--- config.mk ---
export PLATFORM = sky130hd
export DESIGN_NAME = pipelined_addsub_unit
export DESIGN_NICKNAME = d
export VERILOG_FILES = /design/src/rtl/pipelined_addsub_unit.sv
export SDC_FILE = /design/constraint.sdc
export NUM_CORES = 1
export LEC_CHECK = 0
export BUFFER_PORTS_ARGS = -buffer_cell sky130_fd_sc_hd__buf_2
export CAP_MARGIN = 30
export CORE_MARGIN = 3
export CORE_UTILIZATION = 51
export CTS_BUF_LIST = sky130_fd_sc_hd__clkbuf_4 sky130_fd_sc_hd__clkbuf_8 sky130_fd_sc_hd__clkbuf_16
export CTS_CLUSTER_DIAMETER = 60
export DETAILED_ROUTE_END_ITERATION = 8
export PLACE_DENSITY_LB_ADDON = 0.05
export SYNTH_ARGS = -nofsm -noshare
export SYNTH_HDL_FRONTEND = slang
export SYNTH_SLANG_ARGS = --single-unit
--- constraint.sdc ---
create_clock -name clk -period 2.1 [get_ports clk]
set_input_delay 0 -clock clk [delete_from_list [all_inputs] [get_ports clk]]
set_output_delay 0 -clock clk [all_outputs]
set_load 0.05 [all_outputs]
--- src/rtl/pipelined_addsub_unit.sv ---
// Pipelined two's-complement add/subtract. CHUNK bits are resolved per stage and the carry is registered between stages.
// Define ADDSUB_OVF_EN to build the signed-overflow output; otherwise ovf is tied low.
module pipelined_addsub_unit #(
    parameter int WIDTH = 32,
    parameter int CHUNK = 8
) (
    input  logic             clk,
    input  logic             rst,
    input  logic             in_valid,
    output logic             in_ready,
    input  logic             mode,
    input  logic [WIDTH-1:0] X,
    input  logic [WIDTH-1:0] Y,
    input  logic             b_in,
    output logic             out_valid,
    input  logic             out_ready,
    output logic [WIDTH-1:0] D,
    output logic             b_out,
    output logic             ovf
);
    localparam int STAGES = WIDTH / CHUNK;
    localparam int LAST   = STAGES - 1;

    logic [WIDTH-1:0]  x_q   [STAGES];
    logic [WIDTH-1:0]  x_d   [STAGES];
    logic [WIDTH-1:0]  y_q   [STAGES];
    logic [WIDTH-1:0]  y_d   [STAGES];
    logic [WIDTH-1:0]  res_q [STAGES];
    logic [WIDTH-1:0]  res_d [STAGES];
    logic [CHUNK:0]    sum   [STAGES];
    logic [STAGES-1:0] c_q, c_d;
    logic [STAGES-1:0] mode_q, mode_d;
    logic [STAGES-1:0] vld_q, vld_d;
    logic [STAGES-1:0] cin;
    logic              advance;

    assign out_valid = vld_q[LAST];
    assign advance   = !out_valid || out_ready;
    assign in_ready  = advance;

    // Subtraction becomes X + ~Y + ~b_in, so the borrow is the inverted final carry.
    always_comb begin
        x_d[0]    = X;
        y_d[0]    = Y ^ {WIDTH{mode}};
        res_d[0]  = '0;
        cin[0]    = b_in ^ mode;
        mode_d[0] = mode;
        vld_d[0]  = in_valid;
        for (int k = 1; k < STAGES; k++) begin
            x_d[k]    = x_q[k-1];
            y_d[k]    = y_q[k-1];
            res_d[k]  = res_q[k-1];
            cin[k]    = c_q[k-1];
            mode_d[k] = mode_q[k-1];
            vld_d[k]  = vld_q[k-1];
        end
        for (int k = 0; k < STAGES; k++) begin
            sum[k] = {1'b0, x_d[k][k*CHUNK +: CHUNK]}
                   + {1'b0, y_d[k][k*CHUNK +: CHUNK]}
                   + {{CHUNK{1'b0}}, cin[k]};
            res_d[k][k*CHUNK +: CHUNK] = sum[k][CHUNK-1:0];
            c_d[k] = sum[k][CHUNK];
        end
    end

    // Stage registers; the last stage doubles as the output register.
    always_ff @(posedge clk) begin
        if (rst) begin
            vld_q        <= '0;
            res_q[LAST]  <= '0;
            c_q[LAST]    <= 1'b0;
            mode_q[LAST] <= 1'b0;
        end else if (advance) begin
            vld_q  <= vld_d;
            c_q    <= c_d;
            mode_q <= mode_d;
            for (int k = 0; k < STAGES; k++) begin
                x_q[k]   <= x_d[k];
                y_q[k]   <= y_d[k];
                res_q[k] <= res_d[k];
            end
        end
    end

    assign D     = res_q[LAST];
    assign b_out = c_q[LAST] ^ mode_q[LAST];

`ifdef ADDSUB_OVF_EN
    logic ovf_q, ovf_d;

    // y_d already holds ~Y for subtraction, so one sign rule covers both modes.
    assign ovf_d = (x_d[LAST][WIDTH-1] == y_d[LAST][WIDTH-1])
                && (res_d[LAST][WIDTH-1] != x_d[LAST][WIDTH-1]);

    always_ff @(posedge clk) begin
        if (rst) begin
            ovf_q <= 1'b0;
        end else if (advance) begin
            ovf_q <= ovf_d;
        end
    end

    assign ovf = ovf_q;
`else
    assign ovf = 1'b0;
`endif

endmodule

**After elaboration in Yosys (flattened, before gate mapping)**

Memories as Yosys holds them, arrays and structs flattened.
Index checks and enable logic that the tools add are counted.

- Divide/modulo/power cells: 0
- $add $sub $neg: 8
- Reductions and logical operators: 3
- Bitwise logic cells: 5
- Equal/unequal tests: 0
- Shift-type cells: 0
- Muxes and demuxes: 6
- Multiply operators: 0
- $lt $le $gt $ge: 0

Operators with widths:

| operator | count |
|---|---|
| 8-bit by 8-bit adder with 9-bit output | 4 |
| 9-bit by 1-bit adder with 9-bit output | 4 |
| 32-bit two-way mux | 1 |
| 32-bit XOR | 1 |
| 1-bit two-way mux | 5 |
| 2-bit AND reduction | 1 |
| 1-bit XOR | 2 |
| 1-bit zero test | 1 |
| 1-bit logical OR | 1 |
| 1-bit inverter | 1 |
| 1-bit bitwise OR | 1 |

- Input port bits: 70
- Register bits after elaboration: 12
- Latch bits: 0
- Output and inout bits: 36
- Memories kept: 3
- RAM bits: 384
- Bits in read-only memories: 0

Memory list:

| memory | words | width | rd ports | clocked after memory_dff | wr ports | RTL line | source |
|---|---|---|---|---|---|---|---|
| res_q | 4 | 32 | 4 | 0 | 4 | 28 | `logic [WIDTH-1:0] res_q [STAGES];` |
| x_q | 4 | 32 | 3 | 0 | 4 | 24 | `logic [WIDTH-1:0] x_q [STAGES];` |
| y_q | 4 | 32 | 3 | 0 | 4 | 26 | `logic [WIDTH-1:0] y_q [STAGES];` |

**Logic depth before layout (Yosys ltp)**

- Word-level depth: 6
- Mapped depth: 11
- Mapped depth without buffers: 9

**Worst setup path before layout**

No wires, ideal clock.

- Path type: flip-flop to flip-flop
- From: reg vld_q[3]
- To: mem res_q[3][30], data pin
- Data required time: 1950 ps
- Path slack: -244 ps
- Library setup time: 150 ps
- Clock period less this slack: 2344 ps
- Stages on the path, launching flop included: 10
- Data arrival time: 2195 ps
- Cells stage by stage: dfxtp_1 > nor2b_4 > buf_6 > inv_8 > nand2b_4 > buf_8 > inv_6 > buf_6 > o31ai_4 > o211ai_2

RTL lines:

| item | RTL line | source |
|---|---|---|
| from (decl) | 33 | `logic [STAGES-1:0] vld_q, vld_d;` |
| from (signal assigned) | 74 | `vld_q <= vld_d;` |
| to (decl) | 28 |  |

==> impl_summary.log <==
[metrics] class of the tightest hold or removal check: in -> reg
[metrics] slowest stage cell, crit path: sky130_fd_sc_hd__fa_2
[metrics] count of buffers inserted at the top-level ports: 104
[metrics] total global-route track usage: 15.1%
[metrics] buffers from clock root to sink, at most: 2
[metrics] hold path start: X[7]
[metrics] Max Slew Vio Count: 0
[metrics] DRT iter0 DRCs: 168
[metrics] gpl congestion: 0.756
[metrics] fraction of the core area covered by cells at the end of the flow: 67.6%
[metrics] Top Family by Delay on Critical Path: adder cells
[metrics] antenna-violating nets left: 0
[metrics] result of the run: finished, final reports clean
[metrics] final-report setup violation count: 0
[metrics] cells along the critical path: fa_2, fa_2, a21o_1, a21oi_2, o21ai_2, nor2_2, xnor2_1
[metrics] die outline area: 16,400 µm²
[metrics] worst reg2reg path depth: 7
[metrics] core box area: 14,200 µm²
[metrics] pin count of the biggest net entering global routing: 55
[metrics] Yosys reg bits: 188
[metrics] number of placed instances with taps included: 721
[metrics] fraction of layout instances using a drive strength above 1: 30.0%
[metrics] count of H-tree levels built during CTS: 4
[metrics] final WL: 11,200 µm
[metrics] average routed wire per standard cell: 13.9 µm
[metrics] maximum single-stage delay on the critical path: 0.42 ns
[metrics] cell depth of the worst hold path: 3
[metrics] number of nets in the final layout: 724
[metrics] maximum achievable frequency: 490 MHz
[metrics] Pwr Density: 916 nW/µm²
[metrics] most frequently used flop master after synthesis: sky130_fd_sc_hd__edfxtp_1
[metrics] DRC viols: 0
[metrics] reported max-cap violation count: 0
[metrics] mean instance size in the synthesized netlist: 17.5 µm²
[metrics] Final Non-Filler Cells: 811
[metrics] most frequent standard cell in the layout excluding fill and tap cells: sky130_fd_sc_hd__edfxtp_1
[metrics] clock-pin slew reported for the worst setup and hold paths after clock tree synthesis: 0.06 ns
[metrics] standard-cell row count: 43
[metrics] antenna violations before repair: 0
[metrics] area added between synthesis and finish: 26.4%
[metrics] async set-reset flop share out of synthesis: 0%
[metrics] clock tree from TritonCTS: built
[metrics] latest clock arrival within the worst-skew pair: 0.42 ns
[metrics] Diodes inserted: 0
[metrics] critical-path maximum fanout: 2
[metrics] number of warnings reported in the yosys synthesis log: 0
[metrics] Pre-antenna DRT Iters: 4
[metrics] Crit path top cell by count: sky130_fd_sc_hd__fa_2
[metrics] startpoint type of the worst setup path: flip-flop
[metrics] total via count in the routed design: 3,921
[metrics] effective utilization at floorplan: 53.5%
[metrics] total leakage power: 3.78 nW
[metrics] data arrival at the endpoint of the critical path: 2.22 ns
[metrics] Setup crit end kind: flip-flop
[metrics] setup slack of the worst register-to-register path: 0.06 ns
[metrics] Die Span Y: 128 µm
[metrics] Cells after Synth: 434
[metrics] share of the yosys chip area belonging to registers: 73.5%
[metrics] number of sinks driven by the clock tree: 188
[metrics] Root Buffer Master: sky130_fd_sc_hd__clkbuf_16
[metrics] endpoint of the most critical register-to-register path: res_q[1][14]$_DFFE_PP_
[metrics] count of pins on the block boundary: 106
[metrics] number of distinct library cells after synthesis: 47
[metrics] top library cells by usage in the layout, fill and taps aside: 182 x sky130_fd_sc_hd__edfxtp_1, 104 x sky130_fd_sc_hd__buf_2, 54 x sky130_fd_sc_hd__dlygate4sd3_1
[metrics] HPWL after DPL: 7370 µm
[metrics] share of the clock period used by the worst path: 97.1%
[metrics] total gr overflow: 0
[metrics] required time of the critical path: 2.28 ns
[metrics] number of clock buffers inserted by TritonCTS: 17
[metrics] end point of the worst hold path: c_q[0]$_DFFE_PP_
[metrics] Final Hold Violating Endpoints: 0
[metrics] overall power of the completed layout: 8.80 mW
[metrics] crit path kind: reg -> reg
[metrics] total standard cell area after synthesis: 7600 µm²
[metrics] first-pass GRT wire length: 18,900 µm
[metrics] via count of the first global-routing pass: 4,133
[metrics] unrepaired setup endpoints after global routing: true
[metrics] net count of the mapped netlist: 540
[metrics] final critical delay including setup and external delays: 2.04 ns
[metrics] setup skew after layout: 0.0104 ns
[metrics] maximum VDD drop: 531 µV
[metrics] routed vias/inst: 4.83
[metrics] count of flip-flops with a built-in enable after synthesis: 182
[metrics] floorplan die width: 128 µm
[metrics] worst flop-to-flop path startpoint: x_q[0][8]$_DFFE_PP_
[metrics] Buf/Inv on CP: 0
[cell type report]
class	instances	area, µm²
inverters	12	57.6
clock inverters	14	123
clock buffers	18	433
multi-input cells	225	1950
fillers	1001	4600
well taps	180	225
flip-flops and latches	188	5590
repair buffers	174	1230
[metrics by stage]
stage	worst slack, ns	TNS [ns]	cell area [µm²]	hold WS, ns
floorplan	0.000440	0	7630	0.0691
global placement	-0.0708	-0.206	8420	0.176
detailed placement	-0.124	-0.424	8420	0.178
CTS	-0.00356	-0.00356	9550	0.0313
global route	-0.0535	-0.272	9600	0.0464
finish	0.0602	0	9600	0.0447
[Yosys cell counts, drive strengths merged, types with 4 or more instances]
cell type | number | area, µm²
ha | 28 | 350
xor2 | 42 | 368
nand2 | 15 | 56.3
and2 | 25 | 156
xnor2 | 12 | 105
dfxtp | 6 | 120
o21bai | 6 | 45.0
a21oi | 15 | 78.8
nor2b | 6 | 52.6
fa | 8 | 160
buf | 9 | 76.3
nand2b | 5 | 38.8
a211oi | 5 | 52.6
a21o | 4 | 30.0
o21ai | 12 | 75.1
edfxtp | 182 | 5470
nor3 | 6 | 30.0
nor2 | 15 | 56.3
inv | 12 | 57.6
[logic make-up (layout without fill, tap and decap cells)]
group	Yosys count	count (layout)	synth area share (%)
simple gates	80	80	6.16
xor+xnor	54	54	6.23
flops	188	188	73.5
buf+inv	21	218	1.76
fa+ha+maj	36	36	6.72
compound gates	54	54	5.57
other cells	1	1	0.0494
[sequential cells by signal (all words and copies together) (netlist names)]
name and count:
res_q 80, x_q 48, y_q 48, c_q 4, mode_q 4, vld_q 4
[where the power goes]
| part | switching (mW) | internal, mW | leakage (nW) |
|---|---|---|---|
| Sequential | 0.0918 | 4.55 | 1.89 |
| Clock | 1.30 | 1.64 | 0.264 |
| Combinational | 0.709 | 0.500 | 1.64 |
[how the worst max path moves through the flow]
stage	cells past startpoint	end	startpoint	slack (ns)
5_1_grt	7	res_q[3][31]$_SDFFCE_PN0P_	y_q[2][24]$_DFFE_PP_	-0.05
3_3_place_gp	7	c_q[1]$_DFFE_PP_	x_q[0][8]$_DFFE_PP_	-0.07
4_1_cts	7	c_q[1]$_DFFE_PP_	c_q[0]$_DFFE_PP_	-0.004
3_5_place_dp	7	c_q[1]$_DFFE_PP_	x_q[0][8]$_DFFE_PP_	-0.12
6_report	7	res_q[1][14]$_DFFE_PP_	x_q[0][8]$_DFFE_PP_	0.06
2_1_floorplan	7	c_q[2]$_DFFE_PP_	x_q[1][16]$_DFFE_PP_	0.0004
[per-layer routing]
metal | track usage (%) | vias to the layer above | part of all wire (%)
li1 | - | 1965 | -
met1 | 16.9 | 1863 | 40
met2 | 26.8 | 76 | 54
met3 | 3.42 | 17 | 3.4
met4 | 7.80 | 0 | 2.4
met5 | 0 | - | 0
[what timing repair did]
item / CTS / global route
gates cloned: 0 / 0
setup endpoints to repair: 7 / 7
setup buffers: 1 / 3
hold endpoints to repair: 55 / 0
pin swaps: 6 / 13
resized for setup: 7 / 8
hold buffers: 54 / 0
[tightest hold or removal path, stage by stage]
cell and delay (ns):
sky130_fd_sc_hd__buf_2 0.09, sky130_fd_sc_hd__ha_1 0.13, sky130_fd_sc_hd__o21bai_1 0.12
(Power assumes the default switching activity.)
